$ cat config.mk
export PLATFORM = sky130hd
export DESIGN_NAME = z_window_accumulator
export DESIGN_NICKNAME = d
export VERILOG_FILES = /design/src/rtl/z_pkg.sv /design/src/rtl/z_code_check.sv /design/src/rtl/z_window_accumulator.sv
export SDC_FILE = /design/constraint.sdc
export NUM_CORES = 1
export LEC_CHECK = 0
export ABC_CLOCK_PERIOD_IN_PS = 3300
export CAP_MARGIN = 40
export CORE_ASPECT_RATIO = 1.25
export CORE_MARGIN = 4
export CORE_UTILIZATION = 51
export DETAILED_ROUTE_END_ITERATION = 10
export PLACE_DENSITY = 0.87
export SYNTH_ARGS = -nofsm -noshare
export SYNTH_HDL_FRONTEND = slang
export SYNTH_SLANG_ARGS = --single-unit
$ cat constraint.sdc
create_clock -name clk -period 3.3 [get_ports clk]
set_input_delay 0.495 -clock clk [delete_from_list [all_inputs] [get_ports clk]]
set_output_delay 0.495 -clock clk [all_outputs]
set_load 0.02 [all_outputs]
$ cat src/rtl/z_pkg.sv
// z_pkg: shared definitions for the Z-code consumers.
//   Z_CODE_0..Z_CODE_3 : the four legal encoder codes (3 * state)
//   state_t            : window accumulator FSM states
package z_pkg;

  localparam logic [3:0] Z_CODE_0 = 4'd0;
  localparam logic [3:0] Z_CODE_1 = 4'd3;
  localparam logic [3:0] Z_CODE_2 = 4'd6;
  localparam logic [3:0] Z_CODE_3 = 4'd9;

  typedef enum logic [1:0] {
    ST_IDLE  = 2'd0,
    ST_ACCUM = 2'd1,
    ST_DONE  = 2'd2
  } state_t;

endpackage : z_pkg

$ cat src/rtl/z_code_check.sv
// z_code_check: combinational decoder for the 4-bit Z code.
// Ports:
//   Z     in  4  encoder code
//   legal out 1  Z is one of 0,3,6,9
//   sym   out 2  Z/3 for legal codes, 0 otherwise
module z_code_check
  import z_pkg::*;
(
  input  logic [3:0] Z,
  output logic       legal,
  output logic [1:0] sym
);

  always_comb begin
    legal = 1'b1;
    sym   = 2'd0;
    case (Z)
      Z_CODE_0: sym = 2'd0;
      Z_CODE_1: sym = 2'd1;
      Z_CODE_2: sym = 2'd2;
      Z_CODE_3: sym = 2'd3;
      default:  legal = 1'b0;
    endcase
  end

endmodule : z_code_check

$ cat src/rtl/z_window_accumulator.sv
// z_window_accumulator: sums SAMPLES legal Z codes into one saturating window
// total and hands it out over a valid/ready handshake.
// Ports:
//   clk       in  1      rising-edge clock
//   reset     in  1      asynchronous active-low reset
//   Z         in  4      encoder code, sampled when z_valid=1
//   z_valid   in  1      Z is meaningful this cycle
//   start     in  1      begin a new window (IDLE only)
//   sum       out SUM_W  window total, stable while sum_valid=1
//   sum_valid out 1      total available
//   sum_ready in  1      consumer accepts total
//   busy      out 1      FSM is in ACCUM or DONE
//   code_err  out 1      sticky: illegal Z seen this window
//   sat       out 1      sticky: accumulator clipped this window
module z_window_accumulator
  import z_pkg::*;
#(
  parameter int SAMPLES = 4,
  parameter int SUM_W   = 8
) (
  input  logic             clk,
  input  logic             reset,
  input  logic [3:0]       Z,
  input  logic             z_valid,
  input  logic             start,
  output logic [SUM_W-1:0] sum,
  output logic             sum_valid,
  input  logic             sum_ready,
  output logic             busy,
  output logic             code_err,
  output logic             sat
);

  // A single-sample window still needs a 1-bit counter to stay legal.
  localparam int CNT_W = (SAMPLES > 1) ? $clog2(SAMPLES) : 1;
  localparam logic [CNT_W-1:0] LAST_CNT = CNT_W'(SAMPLES - 1);

  state_t           state_reg, state_next;
  logic [SUM_W-1:0] acc_reg, acc_next;
  logic [CNT_W-1:0] count_reg, count_next;
  logic [SUM_W-1:0] sum_reg, sum_next;
  logic             code_err_reg, code_err_next;
  logic             sat_reg, sat_next;

  logic             legal;
  logic [1:0]       sym;
  logic [SUM_W:0]   addend;
  logic [SUM_W:0]   sum_wide;
  logic             add_ovf;
  logic [SUM_W-1:0] add_clamped;

  z_code_check u_code_check (
    .Z     (Z),
    .legal (legal),
    .sym   (sym)
  );

  // Rebuild the addend from the decoded symbol (3*sym) so only legal
  // magnitudes can ever reach the adder.
  assign addend      = (SUM_W + 1)'({sym, 1'b0}) + (SUM_W + 1)'(sym);
  assign sum_wide    = {1'b0, acc_reg} + addend;
  assign add_ovf     = sum_wide[SUM_W];
  assign add_clamped = add_ovf ? {SUM_W{1'b1}} : sum_wide[SUM_W-1:0];

  always_ff @(posedge clk or negedge reset) begin
    if (!reset) begin
      state_reg    <= ST_IDLE;
      acc_reg      <= '0;
      count_reg    <= '0;
      sum_reg      <= '0;
      code_err_reg <= 1'b0;
      sat_reg      <= 1'b0;
    end else begin
      state_reg    <= state_next;
      acc_reg      <= acc_next;
      count_reg    <= count_next;
      sum_reg      <= sum_next;
      code_err_reg <= code_err_next;
      sat_reg      <= sat_next;
    end
  end

  always_comb begin
    state_next    = state_reg;
    acc_next      = acc_reg;
    count_next    = count_reg;
    sum_next      = sum_reg;
    code_err_next = code_err_reg;
    sat_next      = sat_reg;

    case (state_reg)
      ST_IDLE: begin
        // Any z_valid arriving with start belongs to no window yet.
        if (start) begin
          state_next    = ST_ACCUM;
          acc_next      = '0;
          count_next    = '0;
          code_err_next = 1'b0;
          sat_next      = 1'b0;
        end
      end

      ST_ACCUM: begin
        if (z_valid) begin
          if (!legal) begin
            code_err_next = 1'b1;
          end else begin
            acc_next = add_clamped;
            if (add_ovf) begin
              sat_next = 1'b1;
            end
            if (count_reg == LAST_CNT) begin
              state_next = ST_DONE;
              sum_next   = add_clamped;
              count_next = '0;
            end else begin
              count_next = count_reg + CNT_W'(1);
            end
          end
        end
      end

      ST_DONE: begin
        if (sum_ready) begin
          state_next = ST_IDLE;
        end
      end

      default: begin
        state_next = ST_IDLE;
      end
    endcase
  end

  assign sum       = sum_reg;
  assign sum_valid = (state_reg == ST_DONE);
  assign busy      = (state_reg != ST_IDLE);
  assign code_err  = code_err_reg;
  assign sat       = sat_reg;

endmodule : z_window_accumulator

==> results.sh, run 1 <==
export IMPL_run_status="finished, final reports clean"
export IMPL_total_of_max_cap_violations=0
export IMPL_die_area_sq_um=3250
export IMPL_number_of_iterations_in_the_first_detailed_routing_pass=4
export IMPL_synth_compound_area_share=0.197
export IMPL_post_synth_cell_area_avg_sq_um=10.1
export IMPL_fin_hold_ws_ns=0.495
export IMPL_gp_congestion=0.802
export IMPL_netlist_top_cell_by_area="sky130_fd_sc_hd__dfrtp_1"
export IMPL_yosysTopAreaCellShare=0.449
export IMPL_dp_slack_ns=-0.263
export IMPL_synth_edf_count=0
export IMPL_synthArstFlopShare=1.00
export IMPL_htree_levels=1
export IMPL_drv_slew=0
export IMPL_post_synth_instance_area_sq_um=1220
export IMPL_p_per_area_nw_per_um2=555
export IMPL_dominant_synthesized_flop_cell="sky130_fd_sc_hd__dfrtp_1"
export IMPL_final_cell_mix="22 x sky130_fd_sc_hd__dfrtp_1, 20 x sky130_fd_sc_hd__clkdlybuf4s50_1, 15 x sky130_fd_sc_hd__nor2_1, 14 x sky130_fd_sc_hd__nand2_1, 7 x sky130_fd_sc_hd__o21ai_0"
export IMPL_clk_transition_reported_paths_ns=0.13
export IMPL_hold_path_startpoint="sum[3]"
export IMPL_hold_class="reg -> reg"
export IMPL_final_min_clock_period_ns=3.17
export IMPL_dp_cells=176
export IMPL_layout_filler_cells=174
export IMPL_yosys_area_share_simple=0.194
export IMPL_layout_commonest_cell="sky130_fd_sc_hd__dfrtp_1"
export IMPL_synth_area_mux_share=0.0204
export IMPL_r2r_end="acc_reg[5]"
export IMPL_num_vias=1001
export IMPL_synth_fa_ha_area_frac=0.0940
export IMPL_initial_core_util=0.548
export IMPL_min_delay_worst_endpoint="sum[3]"
export IMPL_grt_remaining_overflow=0
export IMPL_finClkSkew_ns=0.0116
export IMPL_post_route_period_util=0.959
export IMPL_post_drt_via_cell_ratio=5.56
export IMPL_cellLeakagePower_uw=0.000695
export IMPL_setup_viol=0
export IMPL_initial_antenna_violation_count=0
export IMPL_grt_overall_usage=0.177
export IMPL_hold_depth=2
export IMPL_rows=19
export IMPL_die_y_microns=62.8
export IMPL_synth_area_top_cells="sky130_fd_sc_hd__dfrtp_1 45%, sky130_fd_sc_hd__ha_1 6.1%, sky130_fd_sc_hd__nor2_1 4.6%, sky130_fd_sc_hd__nand2_1 4.3%, sky130_fd_sc_hd__o2bb2ai_1 4.3%"
export IMPL_synth_seq_area_share=0.449
export IMPL_setup_ws_ns=0.134
export IMPL_antennaDiodeCount=0
export IMPL_area_delta_synth_final_pct=25.7
export IMPL_final_cell_count_no_fill=180
export IMPL_multi_input_area_sq_um=637
export IMPL_wl_per_cell_microns=14.1
export IMPL_worstRegToRegCells=10
export IMPL_regToRegStartpoint="acc_reg[1]"
export IMPL_clockRootBuffer="sky130_fd_sc_hd__clkbuf_4"
export IMPL_core_area_sq_um=2230
export IMPL_worst_slew_pin_transition_ns=0.582
export IMPL_synth_net_count=138
export IMPL_crit_arrival_ns=3.39
export IMPL_ctsResizeCount=0
export IMPL_final_layout_size_suffix_gt1_frac=0.128
export IMPL_route_detailed_drc=0
export IMPL_post_route_util=0.689
export IMPL_syn_inst=121
export IMPL_critPathCaptureType="flip-flop"
export IMPL_post_synth_cell_types=39
export IMPL_seq_area_sq_um=551
export IMPL_final_net_count=167
export IMPL_hold_viol=0
export IMPL_die_w_microns=51.8
export IMPL_post_detailed_route_count_of_antenna_violating_nets=0
export IMPL_postRouteWirelength_microns=2550
export IMPL_post_dp_hpwl_microns=1950
export IMPL_worst_ir_drop_vdd_mv=0.395
export IMPL_synthXorXnorAreaFrac=0.0143
export IMPL_pin_count_of_the_biggest_net_entering_global_routing=16
export IMPL_largest_family_of_logic_cells_by_synthesized_area="compound AO/OA/AOI/OAI gates"
export IMPL_critPathLaunchType="input port"
export IMPL_iteration_0_drc_count_of_the_detailed_router=26
export IMPL_rrSetupSlack_ns=0.75
export IMPL_cts_max_path_buffers=2
export IMPL_port_buffer_count=20
export IMPL_worst_slew_margin_rel=0.611
export IMPL_top_level_i_o_count=21
export IMPL_worst_path_max_fanout=4
export IMPL_postCtsSetupBuffers=0
export IMPL_clock_insertion_delay_worst_skew_ns=0.32
export IMPL_critPathKind="in -> reg"
export IMPL_cts_buffers=3
export IMPL_ys_warn_count=0
export IMPL_grt_setup_unrepaired="no"
export IMPL_global_route_wire_length_before_repair_microns=4400
export IMPL_clock_sink_count=22
export IMPL_fmax_ghz=0.316
export IMPL_postCtsHoldBufs=0
export IMPL_postSynthRegisterBits=22
export IMPL_tritoncts="done"
export IMPL_first_global_vias=1029
export IMPL_worst_endpoint_required_ns=3.53
[per-stage QoR]
step	cell area (sq um)	total power, uW	setup TNS (ns)
2_1_floorplan	1220	582	0
3_3_place_gp	1490	690	-0.663
3_5_place_dp	1500	711	-0.883
4_1_cts	1540	863	0
5_1_grt	1540	921	0
6_report	1540	854	0
[how the worst max path moves through the flow]
stage / cells after the start / to / slack, ns / start
after floorplan: 10 / acc_reg[5] / 0.41 / Z[0]
after global placement: 12 / acc_reg[5] / -0.19 / Z[1]
after detailed placement: 12 / acc_reg[5] / -0.26 / Z[1]
after CTS: 12 / acc_reg[5] / 0.05 / Z[1]
after global routing: 12 / acc_reg[7] / 0.02 / Z[1]
final: 12 / acc_reg[5] / 0.13 / Z[1]
[layout make-up]
type | count | share of cell area
Clock buffer | 4 | 0.0236
Inverter | 7 | 0.0187
Multi-Input combinational cell | 90 | 0.413
Sequential cell | 22 | 0.357
Tap cell | 31 | 0.0252
Timing Repair Buffer | 26 | 0.162
[synthesized netlist by cell type (all sizes together), types with 2 or more instances]
cell type   n
a21oi       4
a22o        2
and2        3
dfrtp      22
fa          2
ha          6
inv         7
nand2      14
nand3       3
nor2       16
nor3        2
o21ai      11
o22a        2
o2bb2ai     6
xor2        2
[metal layers]
layer / track usage / wire [microns]
met5: 0 / 0
met4: 0.102 / 73
met3: 0.0239 / 79
met2: 0.280 / 1260
met1: 0.224 / 1130
[worst max-delay path: stages]
cell                              delay, ns
sky130_fd_sc_hd__clkdlybuf4s50_1       0.55
sky130_fd_sc_hd__nand2_1               0.08
sky130_fd_sc_hd__o31a_4                0.29
sky130_fd_sc_hd__fa_1                  0.50
sky130_fd_sc_hd__inv_1                 0.04
sky130_fd_sc_hd__ha_1                  0.21
sky130_fd_sc_hd__fa_1                  0.39
sky130_fd_sc_hd__and2_1                0.19
sky130_fd_sc_hd__o21ai_1               0.20
sky130_fd_sc_hd__o22a_1                0.18
sky130_fd_sc_hd__o21ai_0               0.07
sky130_fd_sc_hd__a22o_1                0.19
[where the power goes]
group / internal [uW] / total [uW] / switching (uW)
sequential: 333 / 375 / 41.8
clock: 67.6 / 153 / 85.2
combinational: 159 / 326 / 168
total: 560 / 854 / 295
[logic make-up after synthesis]
family,Yosys count
and+or+nand+nor,46
AOI/OAI and AO/OA,32
DFF,22
buffers and inverters,9
adders and majority gates,8
xor gates and xnor gates,2
muxes,2
Power figures use the tool's default switching activity.
==> run 2: changes to the inputs <==
--- a/config.mk
+++ b/config.mk
@@ -5,13 +5,14 @@
 export SDC_FILE = /design/constraint.sdc
 export NUM_CORES = 1
 export LEC_CHECK = 0
+export ABC_AREA = 1
 export ABC_CLOCK_PERIOD_IN_PS = 3300
 export CAP_MARGIN = 40
 export CORE_ASPECT_RATIO = 1.25
 export CORE_MARGIN = 4
-export CORE_UTILIZATION = 51
+export CORE_UTILIZATION = 53
 export DETAILED_ROUTE_END_ITERATION = 10
-export PLACE_DENSITY = 0.87
+export PLACE_DENSITY = 0.89
 export SYNTH_ARGS = -nofsm -noshare
 export SYNTH_HDL_FRONTEND = slang
 export SYNTH_SLANG_ARGS = --single-unit
==> run 2 against run 1 <==
Total power decreased by 19%. Final area increased by 7.7%. Clock power about the same. Synthesized cell count increased by 44%. Cell count increased by 31%. Area after synthesis increased by 9.0%. First-iteration DRC count unchanged. Combinational power decreased by 30%. Register-to-register slack improved by 0.20 ns. Sequential share of layout area decreased by 2.6 points.
==> results.sh, run 2 <==
export IMPL_grt_overall_usage=0.196
export IMPL_hold_class="in -> async"
export IMPL_critPathCaptureType="flip-flop"
export IMPL_final_net_count=221
export IMPL_total_of_max_cap_violations=0
export IMPL_regToRegStartpoint="acc_reg[1]"
export IMPL_clk_transition_reported_paths_ns=0.12
export IMPL_power_switching_share=0.355
export IMPL_clock_insertion_delay_worst_skew_ns=0.31
export IMPL_port_buffer_count=20
export IMPL_synth_net_count=191
export IMPL_die_area_sq_um=3390
export IMPL_layout_commonest_cell="sky130_fd_sc_hd__nand2_1"
export IMPL_syn_inst=174
export IMPL_r2r_end="acc_reg[5]"
export IMPL_yosysTopAreaCellShare=0.412
export IMPL_cellLeakagePower_uw=0.000841
export IMPL_initial_antenna_violation_count=0
export IMPL_ctsResizeCount=0
export IMPL_final_min_clock_period_ns=3.05
export IMPL_synth_seq_area_share=0.412
export IMPL_final_layout_size_suffix_gt1_frac=0.158
export IMPL_core_area_sq_um=2430
export IMPL_crit_arrival_ns=3.24
export IMPL_cts_buffers=3
export IMPL_gp_congestion=0.911
export IMPL_post_synth_cell_area_avg_sq_um=7.67
export IMPL_drv_slew=0
export IMPL_switchingPower_uw=245
export IMPL_ys_warn_count=0
export IMPL_post_synth_instance_area_sq_um=1340
export IMPL_route_detailed_drc=0
export IMPL_synth_edf_count=0
export IMPL_critPathKind="in -> reg"
export IMPL_design_power_total_uw=692
export IMPL_fmax_ghz=0.328
export IMPL_rrSetupSlack_ns=0.95
export IMPL_synth_fa_ha_area_frac=0.0862
export IMPL_synth_area_mux_share=0
export IMPL_num_vias=1210
export IMPL_htree_levels=1
export IMPL_first_global_vias=1270
export IMPL_initial_core_util=0.550
export IMPL_postSynthRegisterBits=22
export IMPL_post_route_util=0.684
export IMPL_netlist_top_cell_by_area="sky130_fd_sc_hd__dfrtp_1"
export IMPL_seq_power_share=0.451
export IMPL_dominant_synthesized_flop_cell="sky130_fd_sc_hd__dfrtp_1"
export IMPL_worst_path_max_fanout=4
export IMPL_post_drt_via_cell_ratio=5.13
export IMPL_postCtsSetupBuffers=0
export IMPL_yosysMostFrequentCell="sky130_fd_sc_hd__nand2_1"
export IMPL_synthArstFlopShare=1.00
export IMPL_top_level_i_o_count=21
export IMPL_worst_endpoint_required_ns=3.50
export IMPL_synth_area_top_cells="sky130_fd_sc_hd__dfrtp_1 41%, sky130_fd_sc_hd__nand2_1 13%, sky130_fd_sc_hd__inv_1 7.6%, sky130_fd_sc_hd__ha_1 5.6%, sky130_fd_sc_hd__o21ai_1 4.1%"
export IMPL_combPwrFrac=0.332
export IMPL_post_route_period_util=0.924
export IMPL_multi_input_area_sq_um=657
export IMPL_grt_setup_unrepaired="no"
export IMPL_hold_viol=0
export IMPL_synth_compound_area_share=0.103
export IMPL_largest_family_of_logic_cells_by_synthesized_area="simple AND/OR/NAND/NOR gates"
export IMPL_setup_crit_start="Z[3]"
export IMPL_p_per_area_nw_per_um2=417
export IMPL_detailed_place_area_sq_um=1620
export IMPL_clockRootBuffer="sky130_fd_sc_hd__clkbuf_4"
export IMPL_final_cell_mix="48 x sky130_fd_sc_hd__nand2_1, 27 x sky130_fd_sc_hd__inv_1, 22 x sky130_fd_sc_hd__dfrtp_1, 20 x sky130_fd_sc_hd__clkdlybuf4s50_1, 13 x sky130_fd_sc_hd__nor2_1"
export IMPL_grt_remaining_overflow=0
export IMPL_antennaDiodeCount=0
export IMPL_cts_max_path_buffers=2
export IMPL_clock_sink_count=22
export IMPL_rows=20
export IMPL_postRouteWirelength_microns=2810
export IMPL_worstRegToRegCells=11
export IMPL_global_route_wire_length_before_repair_microns=5070
export IMPL_worst_slew_margin_rel=0.702
export IMPL_iteration_0_drc_count_of_the_detailed_router=26
export IMPL_power_internal_uw=446
export IMPL_pin_count_of_the_biggest_net_entering_global_routing=16
export IMPL_tritoncts="done"
export IMPL_area_delta_synth_final_pct=24.3
export IMPL_post_detailed_route_count_of_antenna_violating_nets=0
export IMPL_power_share_clock=0.218
export IMPL_die_y_microns=64.1
export IMPL_post_dp_hpwl_microns=2190
export IMPL_worst_slew_pin_transition_ns=0.445
export IMPL_wl_per_cell_microns=11.9
export IMPL_layout_filler_cells=206
export IMPL_yosys_area_share_simple=0.299
export IMPL_seq_area_sq_um=551
export IMPL_number_of_iterations_in_the_first_detailed_routing_pass=7
export IMPL_setup_viol=0
export IMPL_synthXorXnorAreaFrac=0
export IMPL_timing_critical_path_to="acc_reg[5]"
export IMPL_post_synth_cell_types=23
export IMPL_synth_commonest_cells="48 x sky130_fd_sc_hd__nand2_1, 27 x sky130_fd_sc_hd__inv_1, 22 x sky130_fd_sc_hd__dfrtp_1"
export IMPL_critPathLaunchType="input port"
export IMPL_final_design_area_no_fill_sq_um=1660
export IMPL_worst_ir_drop_vdd_mv=0.329
export IMPL_run_status="finished, final reports clean"
export IMPL_finClkSkew_ns=0.00310
export IMPL_die_w_microns=52.9
export IMPL_postCtsHoldBufs=0
==> run 2: cell count changes in the layout (fill, tap and decap cells not counted), moves of 4 or more <==
cell	previous run	this run
sky130_fd_sc_hd__nand3_2	0	4
sky130_fd_sc_hd__o2bb2ai_1	6	0
sky130_fd_sc_hd__o21ai_1	3	11
sky130_fd_sc_hd__inv_1	6	27
sky130_fd_sc_hd__nand3_1	3	9
sky130_fd_sc_hd__nand2_2	0	5
sky130_fd_sc_hd__nand2_1	14	48
==> run 2: through the flow <==
stage	cells	setup slack, ns	setup TNS (ns)	hold WS [ns]
2_1_floorplan	174	0.541	0	0.199
3_3_place_gp	231	0.0301	0	0.460
3_5_place_dp	232	-0.129	-0.323	0.469
4_1_cts	236	0.211	0	0.486
5_1_grt	236	0.0275	0	0.505
6_report	236	0.252	0	0.478
==> run 2: worst min path at each step <==
stage                     depth (start not counted)         start            to
after detailed placement                          2        sum[4]        sum[4]
after global placement                            2  count_reg[1]  count_reg[1]
after CTS                                         1         reset        sum[0]
after global routing                              1         reset        sum[0]
final                                             1         reset        sum[0]
after floorplan                                   0         reset    acc_reg[0]
==> run 2: layout make-up <==
type | instances | area share
Clock buffer | 4 | 0.0219
Inverter | 32 | 0.0732
Multi-Input combinational cell | 119 | 0.396
Sequential cell | 22 | 0.332
Tap cell | 33 | 0.0249
Timing Repair Buffer | 26 | 0.152
==> run 2: power groups by stage <==
stage                     combinational (uW)  sequential [uW]  clock [uW]
final                                    229              312         151
after global routing                     263              315         165
after CTS                                231              312         154
after detailed placement                 229              317           0
after global placement                   220              315           0
after floorplan                          141              323           0
==> run 2: per-layer routing <==
| metal | share of wire | vias to the layer above | global-route usage |
|---|---|---|---|
| met2 | 0.54 | 37 | 0.352 |
| met3 | 0.044 | 11 | 0.0303 |
| met5 | 0 | - | 0 |
| met1 | 0.39 | 558 | 0.220 |
| li1 | - | 604 | - |
| met4 | 0.026 | 0 | 0.0831 |
==> run 2: cell families after synthesis <==
| family | after synthesis |
|---|---|
| AO/OA/AOI/OAI | 24 |
| adder cells (fa/ha/maj) | 8 |
| buffers and inverters | 33 |
| flip-flops | 22 |
| AND/OR/NAND/NOR | 87 |
==> run 2: critical path, cell delays in order <==
cell and delay, ns:
sky130_fd_sc_hd__clkdlybuf4s50_1 0.51, sky130_fd_sc_hd__inv_1 0.05, sky130_fd_sc_hd__nor2_1 0.10, sky130_fd_sc_hd__nand2_2 0.10
sky130_fd_sc_hd__nand2_1 0.12, sky130_fd_sc_hd__inv_1 0.09, sky130_fd_sc_hd__fa_1 0.50, sky130_fd_sc_hd__inv_1 0.04
sky130_fd_sc_hd__ha_1 0.21, sky130_fd_sc_hd__fa_1 0.39, sky130_fd_sc_hd__nand2_1 0.10, sky130_fd_sc_hd__nand2_1 0.11
sky130_fd_sc_hd__nand3b_1 0.11, sky130_fd_sc_hd__nand2_1 0.06, sky130_fd_sc_hd__nor2_1 0.17, sky130_fd_sc_hd__o21ai_1 0.08
